<file path="src/rtl/multicycle_sequencer_if.sv">
// rtl/multicycle_sequencer_if.sv - handshake and stage-enable bundle between datapath and sequencer
interface multicycle_sequencer_if #(
    parameter int CNT_W = 32
);
    logic             start;
    logic             stop;
    logic             instr_ready;
    logic             mem_ready;
    logic             mem_access;
    logic             reg_write;
    logic             halt_instr;
    logic             fetch_en;
    logic             decode_en;
    logic             execute_en;
    logic             memory_en;
    logic             writeback_en;
    logic             pc_write;
    logic             rf_write_en;
    logic             busy;
    logic             halted;
    logic             error;
    logic [2:0]       state;
    logic [CNT_W-1:0] cycle_count;
    logic [CNT_W-1:0] instr_count;

    modport master (
        output start, stop, instr_ready, mem_ready, mem_access, reg_write, halt_instr,
        input  fetch_en, decode_en, execute_en, memory_en, writeback_en, pc_write,
               rf_write_en, busy, halted, error, state, cycle_count, instr_count
    );

    modport slave (
        input  start, stop, instr_ready, mem_ready, mem_access, reg_write, halt_instr,
        output fetch_en, decode_en, execute_en, memory_en, writeback_en, pc_write,
               rf_write_en, busy, halted, error, state, cycle_count, instr_count
    );
endinterface

</file>
<file path="src/rtl/multicycle_sequencer.sv">
// rtl/multicycle_sequencer.sv - single-clock LEGv8 stage sequencer; SEQ_PERF_COUNTERS_EN adds cycle/instr counters
module multicycle_sequencer #(
    parameter int unsigned WAIT_LIMIT = 16,
    parameter bit          SKIP_MEM   = 1'b1,
    parameter int unsigned MAX_INSTR  = 0,
    parameter int          CNT_W      = 32
) (
    input logic                   clk,
    input logic                   reset,
    multicycle_sequencer_if.slave sbus
);
    typedef enum logic [2:0] {
        S_IDLE      = 3'd0,
        S_FETCH     = 3'd1,
        S_DECODE    = 3'd2,
        S_EXECUTE   = 3'd3,
        S_MEMORY    = 3'd4,
        S_WRITEBACK = 3'd5,
        S_HALT      = 3'd6,
        S_ERROR     = 3'd7
    } state_t;

    localparam int WCNT_W = (WAIT_LIMIT > 0) ? $clog2(WAIT_LIMIT + 1) : 1;
    localparam logic [WCNT_W-1:0] WAIT_LAST = (WAIT_LIMIT == 0) ? '0 : WCNT_W'(WAIT_LIMIT - 1);

    state_t            r_state;
    state_t            w_next;
    logic [WCNT_W-1:0] r_wait;
    logic [31:0]       r_retire;
    logic [31:0]       w_retire_next;
    logic              w_retire;
    logic              w_wait_hit;
    logic              r_fetch_en;
    logic              r_decode_en;
    logic              r_execute_en;
    logic              r_memory_en;
    logic              r_writeback_en;
    logic              r_busy;
    logic              r_halted;
    logic              r_error;

    // The retire counter saturates; the halt limit looks at the post-increment value.
    assign w_retire_next = (r_retire == 32'hFFFF_FFFF) ? r_retire : r_retire + 32'd1;
    // A ready arriving on the threshold cycle is checked first, so it wins over the timeout.
    assign w_wait_hit    = (WAIT_LIMIT != 0) && (r_wait == WAIT_LAST);

    // Next-state decision and retire strobe.
    always_comb begin
        w_next   = r_state;
        w_retire = 1'b0;
        case (r_state)
            S_IDLE:      if (sbus.start) w_next = S_FETCH;
            S_FETCH: begin
                if (sbus.instr_ready)  w_next = S_DECODE;
                else if (w_wait_hit)   w_next = S_ERROR;
            end
            S_DECODE: begin
                if (sbus.halt_instr) begin
                    w_next   = S_HALT;
                    w_retire = 1'b1;
                end else begin
                    w_next = S_EXECUTE;
                end
            end
            S_EXECUTE:   w_next = (sbus.mem_access || !SKIP_MEM) ? S_MEMORY : S_WRITEBACK;
            S_MEMORY: begin
                if (sbus.mem_ready)    w_next = S_WRITEBACK;
                else if (w_wait_hit)   w_next = S_ERROR;
            end
            S_WRITEBACK: begin
                w_retire = 1'b1;
                if ((MAX_INSTR != 0) && (w_retire_next >= MAX_INSTR)) w_next = S_HALT;
                else if (sbus.stop)                                   w_next = S_IDLE;
                else                                                  w_next = S_FETCH;
            end
            S_HALT:      w_next = S_HALT;
            S_ERROR:     w_next = S_ERROR;
            default:     w_next = S_ERROR;
        endcase
    end

    // State, wait counter, retire counter and stage enables registered from the next state.
    always_ff @(posedge clk or posedge reset) begin
        if (reset) begin
            r_state        <= S_IDLE;
            r_wait         <= '0;
            r_retire       <= '0;
            r_fetch_en     <= 1'b0;
            r_decode_en    <= 1'b0;
            r_execute_en   <= 1'b0;
            r_memory_en    <= 1'b0;
            r_writeback_en <= 1'b0;
            r_busy         <= 1'b0;
            r_halted       <= 1'b0;
            r_error        <= 1'b0;
        end else begin
            r_state <= w_next;
            if (w_next != r_state)
                r_wait <= '0;
            else if (r_state == S_FETCH || r_state == S_MEMORY)
                r_wait <= r_wait + 1'b1;
            if (w_retire)
                r_retire <= w_retire_next;
            r_fetch_en     <= (w_next == S_FETCH);
            r_decode_en    <= (w_next == S_DECODE);
            r_execute_en   <= (w_next == S_EXECUTE);
            r_memory_en    <= (w_next == S_MEMORY);
            r_writeback_en <= (w_next == S_WRITEBACK);
            r_busy         <= (w_next != S_IDLE) && (w_next != S_HALT) && (w_next != S_ERROR);
            r_halted       <= (w_next == S_HALT);
            r_error        <= (w_next == S_ERROR);
        end
    end

    assign sbus.fetch_en     = r_fetch_en;
    assign sbus.decode_en    = r_decode_en;
    assign sbus.execute_en   = r_execute_en;
    assign sbus.memory_en    = r_memory_en;
    assign sbus.writeback_en = r_writeback_en;
    assign sbus.pc_write     = r_writeback_en;
    assign sbus.rf_write_en  = r_writeback_en & sbus.reg_write;
    assign sbus.busy         = r_busy;
    assign sbus.halted       = r_halted;
    assign sbus.error        = r_error;
    assign sbus.state        = r_state;

`ifdef SEQ_PERF_COUNTERS_EN
    logic [CNT_W-1:0] r_cycle_count;
    logic [CNT_W-1:0] r_instr_count;

    // Saturating active-cycle and retired-instruction counters, cleared only by reset.
    always_ff @(posedge clk or posedge reset) begin
        if (reset) begin
            r_cycle_count <= '0;
            r_instr_count <= '0;
        end else begin
            if (r_busy && (r_cycle_count != {CNT_W{1'b1}}))
                r_cycle_count <= r_cycle_count + 1'b1;
            if (w_retire && (r_instr_count != {CNT_W{1'b1}}))
                r_instr_count <= r_instr_count + 1'b1;
        end
    end

    assign sbus.cycle_count = r_cycle_count;
    assign sbus.instr_count = r_instr_count;
`else
    assign sbus.cycle_count = '0;
    assign sbus.instr_count = '0;
`endif
endmodule

</file>
<file path="src/flat_wrapper.sv">
// flat-port wrapper written by rule: the top's interface ports become plain ports
module multicycle_sequencer_flat 
#(
    parameter int unsigned WAIT_LIMIT = 16,
    parameter bit          SKIP_MEM   = 1'b1,
    parameter int unsigned MAX_INSTR  = 0,
    parameter int          CNT_W      = 32
)
  (clk, reset, sbus_start, sbus_stop, sbus_instr_ready, sbus_mem_ready, sbus_mem_access, sbus_reg_write, sbus_halt_instr, sbus_fetch_en, sbus_decode_en, sbus_execute_en, sbus_memory_en, sbus_writeback_en, sbus_pc_write, sbus_rf_write_en, sbus_busy, sbus_halted, sbus_error, sbus_state, sbus_cycle_count, sbus_instr_count);
  multicycle_sequencer_if #(.CNT_W(CNT_W)) sbus_i ();
  input logic clk;
  input logic reset;
  input wire logic [$bits(sbus_i.start)-1:0] sbus_start;
  input wire logic [$bits(sbus_i.stop)-1:0] sbus_stop;
  input wire logic [$bits(sbus_i.instr_ready)-1:0] sbus_instr_ready;
  input wire logic [$bits(sbus_i.mem_ready)-1:0] sbus_mem_ready;
  input wire logic [$bits(sbus_i.mem_access)-1:0] sbus_mem_access;
  input wire logic [$bits(sbus_i.reg_write)-1:0] sbus_reg_write;
  input wire logic [$bits(sbus_i.halt_instr)-1:0] sbus_halt_instr;
  output wire logic [$bits(sbus_i.fetch_en)-1:0] sbus_fetch_en;
  output wire logic [$bits(sbus_i.decode_en)-1:0] sbus_decode_en;
  output wire logic [$bits(sbus_i.execute_en)-1:0] sbus_execute_en;
  output wire logic [$bits(sbus_i.memory_en)-1:0] sbus_memory_en;
  output wire logic [$bits(sbus_i.writeback_en)-1:0] sbus_writeback_en;
  output wire logic [$bits(sbus_i.pc_write)-1:0] sbus_pc_write;
  output wire logic [$bits(sbus_i.rf_write_en)-1:0] sbus_rf_write_en;
  output wire logic [$bits(sbus_i.busy)-1:0] sbus_busy;
  output wire logic [$bits(sbus_i.halted)-1:0] sbus_halted;
  output wire logic [$bits(sbus_i.error)-1:0] sbus_error;
  output wire logic [$bits(sbus_i.state)-1:0] sbus_state;
  output wire logic [$bits(sbus_i.cycle_count)-1:0] sbus_cycle_count;
  output wire logic [$bits(sbus_i.instr_count)-1:0] sbus_instr_count;
  assign sbus_i.start = sbus_start;
  assign sbus_i.stop = sbus_stop;
  assign sbus_i.instr_ready = sbus_instr_ready;
  assign sbus_i.mem_ready = sbus_mem_ready;
  assign sbus_i.mem_access = sbus_mem_access;
  assign sbus_i.reg_write = sbus_reg_write;
  assign sbus_i.halt_instr = sbus_halt_instr;
  assign sbus_fetch_en = sbus_i.fetch_en;
  assign sbus_decode_en = sbus_i.decode_en;
  assign sbus_execute_en = sbus_i.execute_en;
  assign sbus_memory_en = sbus_i.memory_en;
  assign sbus_writeback_en = sbus_i.writeback_en;
  assign sbus_pc_write = sbus_i.pc_write;
  assign sbus_rf_write_en = sbus_i.rf_write_en;
  assign sbus_busy = sbus_i.busy;
  assign sbus_halted = sbus_i.halted;
  assign sbus_error = sbus_i.error;
  assign sbus_state = sbus_i.state;
  assign sbus_cycle_count = sbus_i.cycle_count;
  assign sbus_instr_count = sbus_i.instr_count;
  multicycle_sequencer #(.WAIT_LIMIT(WAIT_LIMIT), .SKIP_MEM(SKIP_MEM), .MAX_INSTR(MAX_INSTR), .CNT_W(CNT_W)) u_core (.clk(clk), .reset(reset), .sbus(sbus_i));
endmodule
</file>
<file path="config.mk">
export PLATFORM = sky130hd
export DESIGN_NAME = multicycle_sequencer_flat
export DESIGN_NICKNAME = d
export VERILOG_FILES = /design/src/rtl/multicycle_sequencer_if.sv /design/src/rtl/multicycle_sequencer.sv /design/src/flat_wrapper.sv
export SDC_FILE = /design/constraint.sdc
export NUM_CORES = 1
export LEC_CHECK = 0
export CAP_MARGIN = 20
export CORE_UTILIZATION = 33
export CTS_CLUSTER_DIAMETER = 120
export DETAILED_ROUTE_END_ITERATION = 8
export MAX_ROUTING_LAYER = met4
export PLACE_DENSITY = 0.78
export SETUP_SLACK_MARGIN = 0.02
export SKIP_CTS_REPAIR_TIMING = 1
export SLEW_MARGIN = 15
export SYNTH_ARGS = -nofsm -noshare
export SYNTH_HDL_FRONTEND = slang
export SYNTH_SLANG_ARGS = --single-unit
</file>
<file path="constraint.sdc">
create_clock -name clk -period 1.95 [get_ports clk]
set_input_delay 0.195 -clock clk [delete_from_list [all_inputs] [get_ports clk]]
set_output_delay 0.195 -clock clk [all_outputs]
set_load 0.03 [all_outputs]
</file>
==> reports/metrics.yaml <==
via_count: 851
hold_path_class: "input port to asynchronous set/reset pin"
grt_max_degree: 17
routedWlPerCell_um: 9.62
ys_ff_latch: 16
final_common_cell: "conb_1"
area_growth_pct: 17.3
cts_tree: "done"
worst_pin_slew_ns: 0.602
htreeDepth: 1
diodes: 0
firstDrtPassIters: 4
die_y_um: 64.8
drc: 0
reg2reg_slack_ns: 0.01
finalWirelength_um: 2170
drive_gt1_share_pct: 18.6
ys_seq_area_share_pct: 30.7
rsz0062_at_grt: "true"
drv_slew: 0
numPortBuffers: 21
path_class: "flip-flop to flip-flop"
r2r-start: "u_core.r_wait[1]"
maxCapViolations: 0
grt_pass1_wl_um: 3190
cts_buffer_depth: 2
drtIter0Drc: 9
power_density_nw_per_um2: 1470
dpl.hpwl_um: 1600
reg2reg_to: "u_core.r_wait[1]"
status: "completed"
final_util_pct: 41.1
coreArea_um2: 3720
die_w_um: 64.8
cp.arrival_ns: 2.06
synth-edff-count: 0
cp-end-kind: "flip-flop"
syn-cell-area_um2: 1300
fin_nets: 189
cts-root-buf: "clkbuf_8"
avgSynthCellArea_um2: 8.98
endpoint: "u_core.r_wait[1]"
slew_headroom_pct: 59.8
power.leakage_uw: 0.000741
crit_chain: "ha_2 > and3_4 > ha_4 > o21bai_1 > o211a_1 > or3_4 > o2111ai_4 > nor2_1"
rr_worst_depth: 8
finClkSkew_ns: 0.00386
worst-path-buf-inv: 0
final_cell_mix: "conb_1 (64), clkdlybuf4s50_1 (21), dfrtp_1 (15)"
start_util_pct: 35.1
placed_cells: 219
via_per_inst: 3.78
hold_viol: 0
grt_overflow: 0
period_needed_ns: 1.94
path_depth: 8
antenna_found_initial: 0
final-setup-viol-count: 0
instances_no_fill: 225
ys_types: 38
ios: 86
grt_pass1_vias: 703
multi_input_area_um2: 696
layout_setup_ws_ns: 0.0132
max_stage_delay_ns: 0.41
startpoint: "u_core.r_wait[1]"
clk_pin_slew_ns: 0.06
antenna_left: 0
clk_latency_ns: 0.25
cts_sinks: 16
place_congestion: 0.763
async_flop_share_pct: 100
fmax_ghz: 0.516
startpoint_type: "flip-flop"
row_count: 22
yosys_warnings: 0
ys.flop_type: "dfrtp_1"
syn_inst: 145
slowest_stage: "or3_4"
fp.dieArea_um2: 4200
nFillCells: 378
final-seq-area_um2: 402
crit_family: "simple AND/OR/NAND/NOR gates"
fin_crit_sh_pct: 99.3
path_max_fanout: 5
track_usage_pct: 10.4
irDropWorstVdd_mv: 0.474
cp.required_ns: 2.08
pre_cts_ws_ns: -0.0751
cts_made_buffers: 3
==> report_power, final <==
part / total [uW] / leakage [uW] / switching (uW) / internal (uW)
sequential: 550 / 0.000209 / 110 / 441
combinational: 1410 / 0.000504 / 849 / 564
clock: 288 / 0.0000288 / 109 / 179
total: 2250 / 0.000741 / 1070 / 1180
==> final cells by class <==
cell class	count	share of cell area (%)
multi-input cells	120	45.5
flip-flops and latches	16	26.3
repair buffers	33	19.7
well taps	48	3.93
clock buffers	4	3.60
inverters	4	0.983
==> worst register-to-register path, delay by kind of cell (launching register included) <==
kind	cells	cell delay, ns
AO/OA/AOI/OAI	3	0.46
adder cells (fa/ha/maj)	2	0.32
flip-flops	1	0.36
AND/OR/NAND/NOR	3	0.67
==> flip-flops by register name, summed over array words and instances (netlist names) <==
name,flops
u_core.sbus.state,3
u_core.sbus.fetch_en,1
u_core.sbus.pc_write,1
u_core.r_wait,5
u_core.sbus.busy,1
u_core.sbus.decode_en,1
u_core.sbus.memory_en,1
u_core.sbus.execute_en,1
u_core.sbus.error,1
u_core.sbus.halted,1
==> Yosys cell counts, drive strengths merged (2+ instances only) <==
library cell  count  area (um2)
nand2             4        15.0
buf              67         504
inv               4        15.0
or3               2        12.5
a21oi             4        27.5
nor2             14        52.6
xor2              2        17.5
nor3              2        10.0
nor2b             2        12.5
ha                2        25.0
nand2b            4        27.5
dfrtp            16         400
==> cell families (layout without fill, tap and decap cells) <==
family	Yosys count	in the layout	synth area share, %
AO/OA/AOI/OAI	15	15	10.3
multiplexers	1	1	0.769
XOR/XNOR	3	3	2.02
adder cells (fa/ha/maj)	2	2	1.92
AND/OR/NAND/NOR	35	35	13.8
flip-flops	16	16	30.7
buffers and inverters	72	41	40.2
other	1	64	0.288
==> metal layers <==
metal / track usage (%) / share of wire (%) / vias to the layer above
li1: - / - / 406
met1: 11.2 / 38 / 404
met2: 17.3 / 54 / 37
met3: 4.23 / 6.1 / 4
met4: 3.33 / 0.97 / 0
met5: - / 0 / -
==> through the flow <==
step                hold slack, ns  total power (uW)  setup TNS [ns]  cell area, um2
global placement             0.530              1780         -0.0590            1380
CTS                          0.328              2090          -0.101            1430
floorplan                    0.109              1510               0            1540
detailed placement           0.537              1790         -0.0751            1380
finish                       0.311              2250               0            1530
global route                 0.362              2400          -0.481            1530
==> how the worst min path moves through the flow <==
stage / endpoint / slack [ns] / depth (start not counted)
after floorplan: u_core.r_wait[0] / 0.11 / 1
after global placement: u_core.r_wait[3] / 0.53 / 2
after detailed placement: u_core.r_wait[3] / 0.54 / 2
after CTS: u_core.sbus.state[0] / 0.33 / 2
after global routing: u_core.sbus.pc_write / 0.36 / 2
final: u_core.sbus.state[0] / 0.31 / 2
Power figures use the tool's default switching activity.
